### src/rtl/fb_write_sched_if.sv
// Write-port bundle between the framebuffer scheduler and its pixel producers / RAM.
// The master modport is the producer/RAM side; the slave modport is the scheduler.
interface fb_write_sched_if #(
    parameter int ADDR_WIDTH = 15
);
    logic                  clear_req;
    logic                  clear_value;
    logic                  clear_busy;
    logic                  req0;
    logic [ADDR_WIDTH-1:0] addr0;
    logic                  pixel0;
    logic                  gnt0;
    logic                  req1;
    logic [ADDR_WIDTH-1:0] addr1;
    logic                  pixel1;
    logic                  gnt1;
    logic                  we;
    logic [ADDR_WIDTH-1:0] write_addr;
    logic                  pixel;
    logic                  err;

    modport slave (
        input  clear_req, clear_value, req0, addr0, pixel0, req1, addr1, pixel1,
        output clear_busy, gnt0, gnt1, we, write_addr, pixel, err
    );

    modport master (
        output clear_req, clear_value, req0, addr0, pixel0, req1, addr1, pixel1,
        input  clear_busy, gnt0, gnt1, we, write_addr, pixel, err
    );
endinterface

### src/rtl/fb_write_sched.sv
// Framebuffer write-port scheduler: round-robin between two pixel writers, with a
// full-frame clear engine that owns the port for exactly one pass over the frame.
module fb_write_sched #(
    parameter int ADDR_WIDTH = 15,
    parameter int H_RES      = 160,
    parameter int V_RES      = 120
) (
    input logic             clk_25,
    input logic             reset,
    fb_write_sched_if.slave bus
);
    localparam logic [ADDR_WIDTH-1:0] FB_DEPTH = ADDR_WIDTH'(H_RES * V_RES);
    localparam logic [ADDR_WIDTH-1:0] CLR_LAST = ADDR_WIDTH'(H_RES * V_RES - 1);
    localparam logic [ADDR_WIDTH-1:0] ONE      = ADDR_WIDTH'(1);

    typedef enum logic {ARB, CLEAR} state_t;

    state_t                state_q;
    logic                  rr_ptr_q;
    logic                  clr_val_q;
    logic [ADDR_WIDTH-1:0] clr_cnt_q;
    logic                  we_q;
    logic [ADDR_WIDTH-1:0] addr_q;
    logic                  pixel_q;
    logic                  err_q;

    logic                  gnt0_d;
    logic                  gnt1_d;
    logic [ADDR_WIDTH-1:0] wr_addr_d;
    logic                  wr_pixel_d;

    // Grants are combinational so a requester is released in the cycle it is served.
    always_comb begin
        gnt0_d = 1'b0;
        gnt1_d = 1'b0;
        if (!reset && state_q == ARB) begin
            if (bus.req0 && (!bus.req1 || !rr_ptr_q)) begin
                gnt0_d = 1'b1;
            end else if (bus.req1) begin
                gnt1_d = 1'b1;
            end
        end
        wr_addr_d  = gnt1_d ? bus.addr1  : bus.addr0;
        wr_pixel_d = gnt1_d ? bus.pixel1 : bus.pixel0;
    end

    always_ff @(posedge clk_25) begin
        if (reset) begin
            state_q   <= ARB;
            rr_ptr_q  <= 1'b0;
            clr_val_q <= 1'b0;
            clr_cnt_q <= '0;
            we_q      <= 1'b0;
            addr_q    <= '0;
            pixel_q   <= 1'b0;
            err_q     <= 1'b0;
        end else begin
            we_q  <= 1'b0;
            err_q <= 1'b0;
            case (state_q)
                ARB: begin
                    if (gnt0_d || gnt1_d) begin
                        // The loser of this grant wins the next tie.
                        rr_ptr_q <= gnt0_d;
                        if (wr_addr_d >= FB_DEPTH) begin
                            err_q <= 1'b1;
                        end else begin
                            we_q    <= 1'b1;
                            addr_q  <= wr_addr_d;
                            pixel_q <= wr_pixel_d;
                        end
                    end
                    if (bus.clear_req) begin
                        state_q   <= CLEAR;
                        clr_val_q <= bus.clear_value;
                        clr_cnt_q <= '0;
                    end
                end
                CLEAR: begin
                    we_q    <= 1'b1;
                    addr_q  <= clr_cnt_q;
                    pixel_q <= clr_val_q;
                    if (clr_cnt_q == CLR_LAST) begin
                        state_q   <= ARB;
                        clr_cnt_q <= '0;
                    end else begin
                        clr_cnt_q <= clr_cnt_q + ONE;
                    end
                end
                default: state_q <= ARB;
            endcase
        end
    end

    assign bus.gnt0       = gnt0_d;
    assign bus.gnt1       = gnt1_d;
    assign bus.clear_busy = (state_q == CLEAR);
    assign bus.we         = we_q;
    assign bus.write_addr = addr_q;
    assign bus.pixel      = pixel_q;
    assign bus.err        = err_q;
endmodule

### src/flat_wrapper.sv
// flat-port wrapper written by rule: the top's interface ports become plain ports
module fb_write_sched_flat 
#(
    parameter int ADDR_WIDTH = 15,
    parameter int H_RES      = 160,
    parameter int V_RES      = 120
)
  (clk_25, reset, bus_clear_req, bus_clear_value, bus_req0, bus_addr0, bus_pixel0, bus_req1, bus_addr1, bus_pixel1, bus_clear_busy, bus_gnt0, bus_gnt1, bus_we, bus_write_addr, bus_pixel, bus_err);
  fb_write_sched_if #(.ADDR_WIDTH(ADDR_WIDTH)) bus_i ();
  input logic clk_25;
  input logic reset;
  input wire logic [$bits(bus_i.clear_req)-1:0] bus_clear_req;
  input wire logic [$bits(bus_i.clear_value)-1:0] bus_clear_value;
  input wire logic [$bits(bus_i.req0)-1:0] bus_req0;
  input wire logic [$bits(bus_i.addr0)-1:0] bus_addr0;
  input wire logic [$bits(bus_i.pixel0)-1:0] bus_pixel0;
  input wire logic [$bits(bus_i.req1)-1:0] bus_req1;
  input wire logic [$bits(bus_i.addr1)-1:0] bus_addr1;
  input wire logic [$bits(bus_i.pixel1)-1:0] bus_pixel1;
  output wire logic [$bits(bus_i.clear_busy)-1:0] bus_clear_busy;
  output wire logic [$bits(bus_i.gnt0)-1:0] bus_gnt0;
  output wire logic [$bits(bus_i.gnt1)-1:0] bus_gnt1;
  output wire logic [$bits(bus_i.we)-1:0] bus_we;
  output wire logic [$bits(bus_i.write_addr)-1:0] bus_write_addr;
  output wire logic [$bits(bus_i.pixel)-1:0] bus_pixel;
  output wire logic [$bits(bus_i.err)-1:0] bus_err;
  assign bus_i.clear_req = bus_clear_req;
  assign bus_i.clear_value = bus_clear_value;
  assign bus_i.req0 = bus_req0;
  assign bus_i.addr0 = bus_addr0;
  assign bus_i.pixel0 = bus_pixel0;
  assign bus_i.req1 = bus_req1;
  assign bus_i.addr1 = bus_addr1;
  assign bus_i.pixel1 = bus_pixel1;
  assign bus_clear_busy = bus_i.clear_busy;
  assign bus_gnt0 = bus_i.gnt0;
  assign bus_gnt1 = bus_i.gnt1;
  assign bus_we = bus_i.we;
  assign bus_write_addr = bus_i.write_addr;
  assign bus_pixel = bus_i.pixel;
  assign bus_err = bus_i.err;
  fb_write_sched #(.ADDR_WIDTH(ADDR_WIDTH), .H_RES(H_RES), .V_RES(V_RES)) u_core (.clk_25(clk_25), .reset(reset), .bus(bus_i));
endmodule
### config.mk
export PLATFORM = sky130hd
export DESIGN_NAME = fb_write_sched_flat
export DESIGN_NICKNAME = d
export VERILOG_FILES = /design/src/rtl/fb_write_sched_if.sv /design/src/rtl/fb_write_sched.sv /design/src/flat_wrapper.sv
export SDC_FILE = /design/constraint.sdc
export NUM_CORES = 1
export LEC_CHECK = 0
export CORE_ASPECT_RATIO = 1.2
export CORE_MARGIN = 4
export CORE_UTILIZATION = 30
export DETAILED_ROUTE_END_ITERATION = 6
export PLACE_DENSITY_LB_ADDON = 0.15
export SETUP_SLACK_MARGIN = 0.4
export SLEW_MARGIN = 25
export SYNTH_ARGS = -nofsm -noshare
export SYNTH_HDL_FRONTEND = slang
export SYNTH_SLANG_ARGS = --single-unit
export TNS_END_PERCENT = 50
### constraint.sdc
create_clock -name clk_25 -period 3 [get_ports clk_25]
set_clock_uncertainty 0.15 [all_clocks]
set_input_delay 0.75 -clock clk_25 [delete_from_list [all_inputs] [get_ports clk_25]]
set_output_delay 0.75 -clock clk_25 [all_outputs]
set_load 0.02 [all_outputs]
# After elaboration in Yosys (flattened, before gate mapping)
# Cells that the tools add are included.
[totals]
reg_bits = 36
input_bits = 38
out_inout_bits = 21
wordCells = 50
[classes]
add_sub_neg = 1
order_cmp = 1
eq_ne = 4
mux = 23
bitwise = 2
reduce_logical = 11
[ops]
columns = ["operator", "count"]
rows = [
  ["15-bit 2-to-1 mux", 5],
  ["15-bit one-hot mux with 2 select lines", 2],
  ["15-bit by 1-bit adder with 15-bit output (second input constant)", 1],
  ["15-bit equality test (second input constant)", 1],
  ["15-bit greater-or-equal comparator (second input constant)", 1],
  ["1-bit 2-to-1 mux", 13],
  ["2-bit inequality test (second input constant)", 3],
  ["1-bit one-hot mux with 2 select lines", 3],
  ["2-bit AND reduction", 3],
  ["1-bit zero test", 3],
  ["3-bit OR reduction", 1],
  ["1-bit logical AND", 2],
  ["1-bit logical OR", 2],
  ["1-bit inverter", 2],
]

# Longest topological paths before layout
# Gate-level depths: netlist of the first run.
[depth]
word_depth = 10
mapped_depth = 7
depth_no_buf = 6

# Least setup slack after synthesis of the first run
# Ideal clock, no wire load.
[synth_timing]
path_kind = "input port to output port"
start = "in reset"
end = "out bus_gnt1"
arrival_ns = 1.498
path_slack_ns = 0.602
cell_stages = 5
path_cell_list = "nor2_1 > nand3_1 > buf_6 > buf_2 > inv_1"
[synth_between]
elab_chain_len = 3
[synth_lines]
columns = ["item", "line_no", "text"]
rows = [
  ["from (decl)", "flat_wrapper.sv:11", "input logic reset;"],
  ["1-bit zero test", "fb_write_sched.sv:36", "if (!reset && state_q == ARB) begin"],
  ["1-bit logical AND", "fb_write_sched.sv:36", ""],
  ["1-bit 2-to-1 mux", "fb_write_sched.sv:36", ""],
  ["to (decl)", "flat_wrapper.sv:22", "output wire logic [$bits(bus_i.gnt1)-1:0] bus_gnt1;"],
]
# Every way passes these cells.

# Worst setup path after layout of the first run
[layout_timing]
start = "reg u_core.state_q (netlist: u_core.bus.clear_busy)"
end = "out bus_clear_busy"
[layout_rtl]
columns = ["item", "line_no", "text"]
rows = [
  ["from (decl)", "fb_write_sched.sv:18", "state_t state_q;"],
  ["from (signal assigned)", "fb_write_sched.sv:49", "state_q <= ARB;"],
  ["from (signal assigned)", "fb_write_sched.sv:74", "state_q <= CLEAR;"],
  ["from (signal assigned)", "fb_write_sched.sv:84", "state_q <= ARB;"],
  ["to (decl)", "flat_wrapper.sv:20", "output wire logic [$bits(bus_i.clear_busy)-1:0] bus_clear_busy;"],
]
# No word-level cell between the ends.

==> results.py, run 1 <==
metrics = {
    "status": {
        "status": "completed",
    },
    "synthesis": {
        "postSynthCellCount": 232,
        "yosysMostFrequentCell": "dfxtp_1",
        "ys.warnings.count": 0,
        "yosys.area.top_type": "dfxtp_1",
        "ys_types": 41,
        "synth_flop_cell": "dfxtp_1",
        "netlist_area_um2": 2031,
        "synth_top_area_share_pct": 35.49,
        "ys_seq_elements": 36,
        "synthArstFlopShare_pct": 0,
        "seq_area_frac_synth_pct": 35.49,
        "synth_enable_flop_cells": 0,
        "yosys-top-cells-area": "dfxtp_1 (35%), mux2i_1 (8.9%), or4b_2 (7.4%)",
        "synthTopCellsByCount": "dfxtp_1 (36), mux2i_1 (18), nand2_1 (18)",
        "post_synth.cell_area_avg_um2": 8.753,
        "syn-num-nets": 271,
    },
    "clock_tree": {
        "clockBufferDepth": 2,
        "cts_hold_buf": 0,
        "htree_levels": 2,
        "cts_buffers": 5,
        "path_clk_slew_ps": 80,
        "cts_tree": "built",
        "cts_setup_buffers": 0,
        "cts_root_buf": "clkbuf_8",
        "cts_sinks": 36,
        "insertion_delay_ps": 290,
    },
    "critical_path": {
        "crit_fanout": 19,
        "cp_slowest_stage_delay_ps": 640,
        "arrival_ps": 1570,
        "cp_cell_sequence": "buf_4 > clkdlybuf4s50_1",
        "required_ps": 2100,
        "critPathLaunchType": "flip-flop",
        "worstSetupEndpointType": "output port",
        "critPathSlowestCell": "clkdlybuf4s50_1",
        "path_class": "flip-flop to output port",
    },
    "place": {
        "post-dp-hpwl_mm": 4.128,
        "preCtsSetupSlack_ps": -53.43,
        "port_buffers": 58,
        "gp_congestion": 0.7907,
        "dpl-instance-area_um2": 2696,
    },
    "detailed_routing": {
        "dr_total_vias": 1941,
        "drcViolationCount": 0,
        "ant_nets": 0,
        "drt_iter0_markers": 93,
        "firstDrtPassIters": 4,
        "wl_per_cell_um": 15.35,
        "wirelength_mm": 5.741,
        "via_per_inst": 5.190,
    },
    "floorplanning": {
        "core_um2": 6486,
        "fp.dieW_um": 83.11,
        "io_pins": 59,
        "initial_utilization_pct": 31.31,
        "dieArea_um2": 8155,
        "dieHeight_um": 98.13,
        "row_count": 32,
    },
    "global_routing": {
        "antenna_found_initial": 0,
        "grtUsageTotal_pct": 13.97,
        "grt_max_degree": 48,
        "grt_overflow": 0,
        "grt_pass1_vias": 1823,
        "grt_first_pass_wirelength_mm": 9.390,
    },
    "power": {
        "irDropWorstVdd_mv": 0.1623,
        "power_density_nw_per_um2": 390.2,
        "total_power_uw": 1098,
        "leakagePower_uw": 0.001052,
    },
    "sta": {
        "fmax_ghz": 0.4050,
        "hold_viol": 0,
        "setup_viol": 0,
        "finalMaxSlewViolations": 0,
        "rsz0062_at_grt": "no",
        "setup_tns_ps": 0,
        "setup_ws_ps": 531.1,
        "period_share_pct": 82.30,
        "worstMarginPinSlew_ps": 646.8,
        "finalCriticalPeriod_ps": 2469,
        "relSlewSlack_pct": 56.48,
    },
    "final_layout": {
        "antenna_cells": 0,
        "num-nets-final": 327,
        "fin_area_um2": 2813,
        "area_growth_pct": 38.51,
        "drive_gt1_share_pct": 15.22,
    },
    "flow_run": {
        "max_cap_viol_count": 0,
    },
    "min_path": {
        "min_path_type": "flip-flop to flip-flop",
    },
}
registers in the layout, indices dropped and copies added, names as in the netlist:
signal / count
u_core.bus.write_addr: 15
u_core.clr_cnt_q: 15
u_core.bus.clear_busy: 1
u_core.bus.err: 1
u_core.bus.pixel: 1
u_core.bus.we: 1
u_core.clr_val_q: 1
u_core.rr_ptr_q: 1
cell usage in the layout (no fill, tap or decap), types with 2 or more instances in the layout:
cell type and count:
xnor2_1 2, nand2b_1 2, clkdlybuf4s50_1 53, nand3b_1 15, mux2i_1 18, clkinv_2 2, o311ai_0 4, or3_1 3
nand3_2 2, nand3_1 6, o311ai_1 11, nor4_1 3, a21oi_1 11, a21boi_2 3, o21ai_0 9, nand4_1 3
dfxtp_1 36, dlymetal6s2s_1 3, nor3_1 4, inv_1 9, nand2_1 18, or4_1 2, clkbuf_8 6, or4b_2 15
nor2_1 15, a22oi_1 2, a31oi_1 4, nor3b_1 2, buf_4 8, a211oi_1 3
per-layer routing:
layer  track usage (%)  part of all wire (%)  up-vias
met4             3.774                   1.0        0
met3             3.544                   4.3        6
met1             19.92                    49      901
met5                 0                     0        -
li1                  -                     -      989
met2             20.93                    45       45
final cells by class:
cell class / count / area (um^2)
Tap cell: 85 / 106.4
Timing Repair Buffer: 67 / 655.6
Fill cell: 652 / 3674
Sequential cell: 36 / 720.7
Inverter: 9 / 33.78
Clock buffer: 6 / 82.58
Multi-Input combinational cell: 169 / 1204
Clock inverter: 2 / 10.01
worst max-delay path, delay by kind of cell, from the launching register on:
kind     cells  cell delay (ps)
buf+inv      2              880
flops        1              390
path summary, 6_finish.rpt:
path              depth (start not counted)                   end  slack [ps]                  start
hold reg to reg                           2      u_core.clr_val_q         360       u_core.clr_val_q
hold / removal                            2      u_core.clr_val_q         360       u_core.clr_val_q
setup reg to reg                          7  u_core.clr_cnt_q[13]         920  u_core.bus.clear_busy
setup / recovery                          2        bus_clear_busy         530  u_core.bus.clear_busy
logic make-up after synthesis:
family	synth area share [%]
and+or+nand+nor	28.90
adders and majority gates	0.6160
AOI/OAI and AO/OA	18.67
xor gates and xnor gates	0.8628
buffers and inverters	6.038
muxes	9.427
DFF	35.49
timing repair:
action,CTS,global route
setup endpoints to repair,17,23
pin swaps,0,1
gates resized for setup,10,5
through the flow:
| step | utilization, % | cells | hold WS [ps] |
|---|---|---|---|
| 6_report | 43.36 | 374 | 360.3 |
| 4_1_cts | 43.11 | 374 | 364.5 |
| 2_1_floorplan | - | 232 | 302.0 |
| 3_5_place_dp | 41.57 | 366 | 346.9 |
| 5_1_grt | 43.36 | 374 | 398.2 |
| 3_3_place_gp | 41.57 | 366 | 334.6 |
power breakdown:
group | switching (uW) | internal, uW | total [uW]
Sequential | 9.67 | 494 | 504
Combinational | 113 | 114 | 227
Clock | 184 | 184 | 367
Total | 306 | 792 | 1100
Note: power is estimated with default switching activity, not from simulation.
==> inputs of run 2 (changes only) <==
==> constraint.sdc (replaced) <==
create_clock -name clk_25 -period 1.99 [get_ports clk_25]
set_clock_uncertainty 0.15 [all_clocks]
set_input_delay 0.4975 -clock clk_25 [delete_from_list [all_inputs] [get_ports clk_25]]
set_output_delay 0.4975 -clock clk_25 [all_outputs]
set_load 0.02 [all_outputs]
==> results.py, run 2 (same netlist as run 1, synthesis figures left out) <==
metrics = {
    "floorplanning": {
        "initial_utilization_pct": 31.31,
        "core_um2": 6486,
        "row_count": 32,
        "dieArea_um2": 8155,
        "fp.dieW_um": 83.11,
        "dieHeight_um": 98.13,
        "io_pins": 59,
    },
    "final_layout": {
        "final_cell_mix": "buf_4 (30), dfxtp_1 (24), clkdlybuf4s50_1 (20)",
        "fin_util_pct": 55.38,
        "antenna_cells": 0,
        "fill_cells": 596,
        "drive_gt1_share_pct": 45.57,
        "num-nets-final": 366,
        "final_common_cell": "buf_4",
        "final_cells": 412,
        "area_growth_pct": 76.89,
    },
    "sta": {
        "worstMarginPinSlew_ps": 352.7,
        "finalMaxSlewViolations": 0,
        "fmax_ghz": 0.5550,
        "hold_viol": 0,
        "relSlewSlack_pct": 76.49,
        "setup_viol": 0,
        "finalCriticalPeriod_ps": 1802,
        "rsz0062_at_grt": "yes",
        "period_share_pct": 90.54,
    },
    "detailed_routing": {
        "wl_met1_mm": 2.974,
        "wirelength_mm": 6.919,
        "route.met2.wl_mm": 3.469,
        "drcViolationCount": 0,
        "firstDrtPassIters": 4,
        "top_layer": "met4",
        "ant_nets": 0,
        "wl_per_cell_um": 16.79,
        "via_per_inst": 5.303,
        "dr_total_vias": 2185,
        "met3_length_um": 338,
        "drt_iter0_markers": 149,
    },
    "global_routing": {
        "grt_first_pass_wirelength_mm": 11.18,
        "grt_pass1_vias": 2202,
        "grt_overflow": 0,
        "antenna_found_initial": 0,
        "grtUsageTotal_pct": 16.58,
        "grt_max_degree": 47,
    },
    "power": {
        "irDropWorstVdd_mv": 0.2368,
        "leakagePower_uw": 0.001531,
        "power_switching_share_pct": 30.18,
        "p_int_uw": 1208,
        "switchingPower_uw": 522.1,
        "p_comb_share_pct": 27.2,
        "p_clk_share_pct": 29.1,
        "power_density_nw_per_um2": 481.6,
        "p_seq_share_pct": 43.8,
    },
    "critical_path": {
        "critPathLaunchType": "flip-flop",
        "path_class": "flip-flop to output port",
        "required_ps": 1340,
        "crit_fanout": 4,
        "worstSetupEndpointType": "output port",
        "arrival_ps": 1150,
    },
    "clock_tree": {
        "insertion_delay_ps": 290,
        "cts_tree": "built",
        "cts_root_buf": "clkbuf_8",
        "cts_buffers": 5,
        "clockBufferDepth": 2,
        "path_clk_slew_ps": 70,
        "cts_hold_buf": 0,
        "cts_sinks": 36,
        "htree_levels": 2,
    },
    "place": {
        "post-dp-hpwl_mm": 4.354,
        "gp_congestion": 0.8356,
        "port_buffers": 58,
        "placed_cells_incl_taps": 382,
    },
    "flow_run": {
        "max_cap_viol_count": 0,
    },
    "status": {
        "status": "completed",
    },
    "min_path": {
        "min_path_type": "flip-flop to flip-flop",
    },
}
==> run 2: cell count changes in the layout (fill, tap and decap cells not counted), moves of 9 or more <==
cell             delta
or4b_4             +15
buf_4              +22
dfxtp_1            -12
buf_6              +16
buf_2              +11
o311ai_1            -9
clkdlybuf4s50_1    -33
or4b_2             -15
dlygate4sd2_1      +19
==> run 2: stage by stage <==
step                      hold WS [ps]  TNS [ps]  power [uW]  cell area, um^2  setup slack (ps)
after floorplan                  302.0         0       974.4             2187             210.1
after global placement           330.3    -12910        1163             2972            -673.2
after detailed placement         334.3    -12540        1166             2972            -657.8
after CTS                        353.3         0        1709             3363             144.1
after global routing             337.5         0        1802             3592             144.2
final                            322.7         0        1730             3592             188.3
==> run 2: repair_timing <==
action                                  CTS  global route
cloned                                    3             0
endpoints found under the hold margin     0             0
endpoints found under the setup margin   54            53
pin swaps                                35            14
gates resized for setup                 142            37
buffers inserted                         12             8
==> run 2: routing by layer <==
layer  vias up  GRT usage (%)
met3         8          3.122
met4         0          5.660
met2        56          28.58
met5         -              0
met1      1049          20.68
li1       1072              -
==> run 2: path summary, 6_finish.rpt <==
| check | start | to | slack [ps] | depth (start not counted) |
|---|---|---|---|---|
| setup reg to reg | u_core.clr_cnt_q[0] | u_core.clr_cnt_q[8] | 210 | 5 |
| hold reg to reg | u_core.clr_cnt_q[14] | u_core.clr_cnt_q[14] | 320 | 1 |
| setup / recovery | u_core.bus.clear_busy | bus_gnt1 | 190 | 5 |
| hold / removal | u_core.clr_cnt_q[14] | u_core.clr_cnt_q[14] | 320 | 1 |
==> run 2: critical path, stage by stage, from the launching register on <==
cell	delay [ps]
dfxtp_4	370
nor2_4	120
nand3_4	90
buf_4	140
inv_4	40
buf_6	100
==> run 2: power by group through the flow <==
stage | logic, uW | clock network [uW] | registers (uW)
2_1_floorplan | 176 | 0 | 798
3_3_place_gp | 386 | 0 | 777
3_5_place_dp | 387 | 0 | 778
4_1_cts | 437 | 512 | 760
5_1_grt | 503 | 539 | 760
6_report | 470 | 503 | 758
==> run 2: cell type report <==
type	count	area, um^2	area share, %
Clock buffer	6	72.57	2.020
Tap cell	85	106.4	2.961
Timing Repair Buffer	104	938.4	26.12
Inverter	9	36.28	1.010
Multi-Input combinational cell	171	1688	46.99
Clock inverter	1	5.005	0.1393
Sequential cell	36	745.7	20.76
==> inputs of run 3 (changes only) <==
--- a/config.mk
+++ b/config.mk
@@ -8,10 +8,11 @@
 export CORE_ASPECT_RATIO = 1.2
 export CORE_MARGIN = 4
 export CORE_UTILIZATION = 30
+export CTS_CLUSTER_DIAMETER = 50
 export DETAILED_ROUTE_END_ITERATION = 6
 export PLACE_DENSITY_LB_ADDON = 0.15
 export SETUP_SLACK_MARGIN = 0.4
-export SLEW_MARGIN = 25
+export SLEW_MARGIN = 20
 export SYNTH_ARGS = -nofsm -noshare
 export SYNTH_HDL_FRONTEND = slang
 export SYNTH_SLANG_ARGS = --single-unit
==> results of run 3 <==
No change in the layout: final DEF, timing and power equal those of run 2.
